$ cat config.mk
export PLATFORM = sky130hd
export DESIGN_NAME = dmem_arbiter
export DESIGN_NICKNAME = d
export VERILOG_FILES = /design/src/rtl/dmem_arbiter.sv
export SDC_FILE = /design/constraint.sdc
export NUM_CORES = 1
export LEC_CHECK = 0
export CAP_MARGIN = 20
export CORE_AREA = 8 8 226 228
export CTS_BUF_LIST = sky130_fd_sc_hd__clkbuf_4 sky130_fd_sc_hd__clkbuf_8
export CTS_CLUSTER_DIAMETER = 150
export DETAILED_ROUTE_END_ITERATION = 7
export DIE_AREA = 0 0 234 236
export PLACE_DENSITY = 0.46
export SYNTH_ARGS = -nofsm -noshare
export SYNTH_HDL_FRONTEND = slang
export SYNTH_SLANG_ARGS = --single-unit
$ cat constraint.sdc
create_clock -name clk -period 3.1 [get_ports clk]
set_clock_uncertainty 0.2 [all_clocks]
set_input_delay 0.93 -clock clk [delete_from_list [all_inputs] [get_ports clk]]
set_output_delay 0.93 -clock clk [all_outputs]
set_load 0.01 [all_outputs]
$ cat src/rtl/dmem_arbiter.sv
// Data-memory port arbiter: serialises MEM-stage (C) and DMA/debug (D) accesses,
// sequences reads through a fixed memory latency and stalls the pipeline while
// the C access is outstanding.
module dmem_arbiter #(
    parameter int unsigned READ_LAT     = 1,
    parameter int unsigned STARVE_LIMIT = 4
) (
    input  logic        clk,
    input  logic        reset,
    input  logic        c_req,
    input  logic        c_write,
    input  logic [63:0] c_addr,
    input  logic [63:0] c_wdata,
    input  logic [3:0]  c_xfer,
    output logic        c_gnt,
    output logic        c_rvalid,
    output logic [63:0] c_rdata,
    output logic        c_stall,
    input  logic        d_req,
    input  logic        d_write,
    input  logic [63:0] d_addr,
    input  logic [63:0] d_wdata,
    input  logic [3:0]  d_xfer,
    output logic        d_gnt,
    output logic        d_rvalid,
    output logic [63:0] d_rdata,
    output logic [63:0] mem_addr,
    output logic        mem_write,
    output logic        mem_read,
    output logic [63:0] mem_wdata,
    output logic [3:0]  mem_xfer,
    input  logic [63:0] mem_rdata
);

    localparam logic [2:0] LatInit   = 3'(READ_LAT);
    localparam logic [3:0] StarveMax = 4'(STARVE_LIMIT);

    typedef enum logic {StIdle, StWait} state_t;

    state_t      state_q, state_d;
    logic        owner_q, owner_d;   // 1 = port D owns the outstanding read
    logic [2:0]  lat_q, lat_d;
    logic [3:0]  starve_q, starve_d;
    logic [63:0] addr_q, addr_d;
    logic [3:0]  xfer_q, xfer_d;

    logic        gnt_c, gnt_d, win_write;

    // State register with synchronous reset; reset abandons any read in flight.
    always_ff @(posedge clk) begin
        if (reset) begin
            state_q  <= StIdle;
            owner_q  <= 1'b0;
            lat_q    <= 3'd0;
            starve_q <= 4'd0;
            addr_q   <= 64'd0;
            xfer_q   <= 4'd0;
        end else begin
            state_q  <= state_d;
            owner_q  <= owner_d;
            lat_q    <= lat_d;
            starve_q <= starve_d;
            addr_q   <= addr_d;
            xfer_q   <= xfer_d;
        end
    end

    // Arbitration, memory command mux, read sequencing and output gating.
    always_comb begin
        state_d   = state_q;
        owner_d   = owner_q;
        lat_d     = lat_q;
        addr_d    = addr_q;
        xfer_d    = xfer_q;
        gnt_c     = 1'b0;
        gnt_d     = 1'b0;
        win_write = 1'b0;
        c_gnt     = 1'b0;
        c_rvalid  = 1'b0;
        c_rdata   = 64'd0;
        c_stall   = 1'b0;
        d_gnt     = 1'b0;
        d_rvalid  = 1'b0;
        d_rdata   = 64'd0;
        mem_addr  = 64'd0;
        mem_write = 1'b0;
        mem_read  = 1'b0;
        mem_wdata = 64'd0;
        mem_xfer  = 4'd0;

        case (state_q)
            StIdle: begin
                // A starved D overrides the normal C priority.
                if (d_req && (!c_req || starve_q == StarveMax)) begin
                    gnt_d = 1'b1;
                end else if (c_req) begin
                    gnt_c = 1'b1;
                end
                if (gnt_c || gnt_d) begin
                    win_write = gnt_d ? d_write : c_write;
                    mem_addr  = gnt_d ? d_addr  : c_addr;
                    mem_wdata = gnt_d ? d_wdata : c_wdata;
                    mem_xfer  = gnt_d ? d_xfer  : c_xfer;
                    mem_write = win_write;
                    mem_read  = ~win_write;
                    if (!win_write) begin
                        if (LatInit == 3'd0) begin
                            c_rvalid = gnt_c;
                            d_rvalid = gnt_d;
                            c_rdata  = gnt_c ? mem_rdata : 64'd0;
                            d_rdata  = gnt_d ? mem_rdata : 64'd0;
                        end else begin
                            state_d = StWait;
                            owner_d = gnt_d;
                            lat_d   = LatInit;
                            addr_d  = mem_addr;
                            xfer_d  = mem_xfer;
                        end
                    end
                end
            end
            StWait: begin
                mem_read = 1'b1;
                mem_addr = addr_q;
                mem_xfer = xfer_q;
                lat_d    = lat_q - 3'd1;
                if (lat_q == 3'd1) begin
                    c_rvalid = ~owner_q;
                    d_rvalid = owner_q;
                    c_rdata  = owner_q ? 64'd0 : mem_rdata;
                    d_rdata  = owner_q ? mem_rdata : 64'd0;
                    state_d  = StIdle;
                end
            end
            default: state_d = StIdle;
        endcase

        c_gnt = gnt_c;
        d_gnt = gnt_d;

        if (gnt_d || !d_req) begin
            starve_d = 4'd0;
        end else if (starve_q >= StarveMax) begin
            starve_d = StarveMax;
        end else begin
            starve_d = starve_q + 4'd1;
        end

        c_stall = c_req & ~(c_gnt & c_write) & ~c_rvalid;

        if (reset) begin
            c_gnt     = 1'b0;
            c_rvalid  = 1'b0;
            c_rdata   = 64'd0;
            c_stall   = 1'b0;
            d_gnt     = 1'b0;
            d_rvalid  = 1'b0;
            d_rdata   = 64'd0;
            mem_addr  = 64'd0;
            mem_write = 1'b0;
            mem_read  = 1'b0;
            mem_wdata = 64'd0;
            mem_xfer  = 4'd0;
        end
    end

endmodule

==> results of run 1 <==
## worst min-delay path: cells and delay by family (launching register included)
kind	cells	cell delay [ns]
AOI/OAI and AO/OA	1	0.07
DFF	1	0.32
and+or+nand+nor	1	0.09
## cells by family after synthesis
group	share of synthesized area, %
other cells	0.0618
compound gates	23.2
mux	11.2
fa+ha+maj	0.825
buf+inv	6.58
flops	25.4
xor+xnor	0.144
simple gates	32.5
## layout make-up
type,instances,area [um2]
Inverter,5,18.8
Timing Repair Buffer,926,9370
Clock buffer,10,131
Clock inverter,6,63.8
Tap cell,615,769
Antenna cell,4,10.0
Sequential cell,77,1540
Fill cell,4784,29400
Multi-Input combinational cell,711,6060
## power breakdown
group | switching, mW | internal [mW]
clock network | 0.426 | 0.380
logic | 0.998 | 1.34
registers | 0.0489 | 1.09
total | 1.47 | 2.81
## metrics by stage
step	setup TNS [ns]	hold slack [ns]	setup WS (ns)	cell area [um2]	util, %
2_1_floorplan	-0.447	0.228	-0.0112	6580	-
3_3_place_gp	-225.37	0.301	-1.16	14400	30.4
3_5_place_dp	-235.05	0.319	-1.23	14400	30.4
4_1_cts	-82.57	0.332	-0.512	17000	35.8
5_1_grt	-87.56	0.352	-0.531	18000	37.9
6_report	-74.28	0.332	-0.486	18000	37.9
## registers in the layout (all words and copies together) (netlist names)
| signal | cells |
|---|---|
| addr_q | 64 |
| starve_q | 4 |
| xfer_q | 4 |
| lat_q | 3 |
| owner_q | 1 |
| state_q | 1 |
## routing by layer
metal,track usage (%),vias to the layer above
li1,-,4728
met1,18.0,4674
met2,31.7,380
met3,4.85,74
met4,4.96,12
met5,0,-
## cell usage in the layout (no fill, tap or decap), types with 54 or more instances in the layout
cell	instances
buf_4	159
nand2_1	105
buf_2	116
nor2_1	72
and2_4	120
a221oi_1	58
buf_6	225
clkdlybuf4s50_1	330
a21oi_2	54
dfxtp_1	77
## worst min path at each step
stage,start,end,depth (start not counted)
2_1_floorplan,starve_q[0],starve_q[0],1
3_3_place_gp,starve_q[0],starve_q[0],2
3_5_place_dp,addr_q[57],addr_q[57],2
4_1_cts,addr_q[57],addr_q[57],2
5_1_grt,addr_q[24],addr_q[24],2
6_report,addr_q[39],addr_q[39],2
## what timing repair did
item                        CTS  global route
setup buffers               124            56
setup endpoints to repair   267           267
hold endpoints to repair      0             0
pin swaps                   110           103
gates cloned                 21             2
hold buffers                  0             0
gates resized for setup    1521           359
==> run summary, run 1 <==
R2R depth: 12
Crit Reg-Reg Startpoint: starve_q[0]
Pre-antenna DRT Iters: 4
Critical Path End Type: primary output
DP Wirelength: 38100 um
Distinct cells, synth: 37
Final Hold Viols: 0
Detail Route met3 WL: 3800 um
Max H-tree Level: 3
routed vias: 9868
I/O Buffers: 600
Crit. Startpoint: d_req
r2r endpoint: addr_q[21]
Die H: 236 um
Worst path most repeated cell: buf_12
top cells by area, synth: dfxtp_1 (25%), and2_1 (13%), nand2_1 (12%)
wire per inst: 21.1 um
largest net degree at the start of global routing: 54
Syn Inst Count: 883
drc violations: 0
first-pass GRT wire length: 70500 um
initial core utilization: 12.8%
initial DRC count: 348
period utilisation layout: 116%
Leakage: 7.63 nW
clk slew on worst S/H paths: 0.08 ns
number of global-route vias before repair: 10400
routed wl met2: 26300 um
crit-path cells: buf_8 > and2b_2 > nand2b_4 > buf_12 > buf_12 > buf_12 > buf_8 > mux2i_4 > o21ai_1 > buf_4
Via density: 4.19
post-synthesis sequential area ratio: 25.4%
HP Class: register to register
final WL: 49800 um
DR top layer: met5
ys async rst share: 0%
PwrDens: 238 nW/um2
Setup crit end: mem_addr[27]
Max stage delay on crit path: 0.21 ns
max-cap violation count: 0
Rows: 80
Clock Root Buffer: clkbuf_8
critical path launch point type: primary input
Slew @ Worst Pin: 0.622 ns
share of layout cells above drive strength 1: 57.6%
Tmin final: 3.59 ns
synth cell count leaders: nand2_1 (201), and2_1 (128), dfxtp_1 (77), nor2_1 (75), o21ai_0 (70)
insertion delay to the later sink of the worst-skew pair: 0.37 ns
Overflow after GRT: 0
failing checks: setup timing
Area Overhead vs Synth: 196%
Final Power: 4.28 mW
RSZ-0062 raised after global routing: yes
Ports: 601
CORE AREA: 47300 um2
post-synth top area share: 25.4%
fin nets: 2068
Synth Cell Area: 6060 um2
Pins Over Slew Limit: 0
Syn Nets: 1221
final setup fails: 257
maximum net fanout on the critical path: 8
Placer Congestion: 0.857
Post-synth top flop: dfxtp_1
Arr. time, crit path: 2.46 ns
achievable frequency: 0.279 GHz
worst relative slew slack: 58.6%
Total Routing Usage GR: 16.9%
worst path required time: 1.97 ns
Yosys warnings: 0
Antenna Violating Nets Remaining: 0
#FFs+latches synth: 77
Worst VDD drop: 0.140 mV
WP buf/inv: 6
DIE AREA: 55200 um2
r2r setup slk: 0.69 ns
Levels on crit path: 10
post-route insts no fill: 2354
cell taking the most area after synthesis: dfxtp_1
clock sink count: 77
slowest cell on the critical path: and2b_2
critical setup path kind: primary input to primary output
Top delay family on crit path: buffers and inverters
count leader, synth: nand2_1
Die W: 234 um
wire length on met1: 18400 um
worst setup margin: -0.486 ns
number of flops mapped to enable cells by yosys: 0
status: complete, but fails checks
Placed Cells: 2176
average cell area after synthesis: 6.87 um2
initial antenna violation count: 19
CTS tree: yes
cts bufs inserted: 9
Max Root-Sink Buffers: 2
Note: power is estimated with default switching activity, not from simulation.
==> run 2: changes to the inputs <==
Settings changed: ABC_CLOCK_PERIOD_IN_PS from default to 3100.
==> results of run 2 <==
Same layout as run 1: the final DEF is identical, and so are final timing and power.
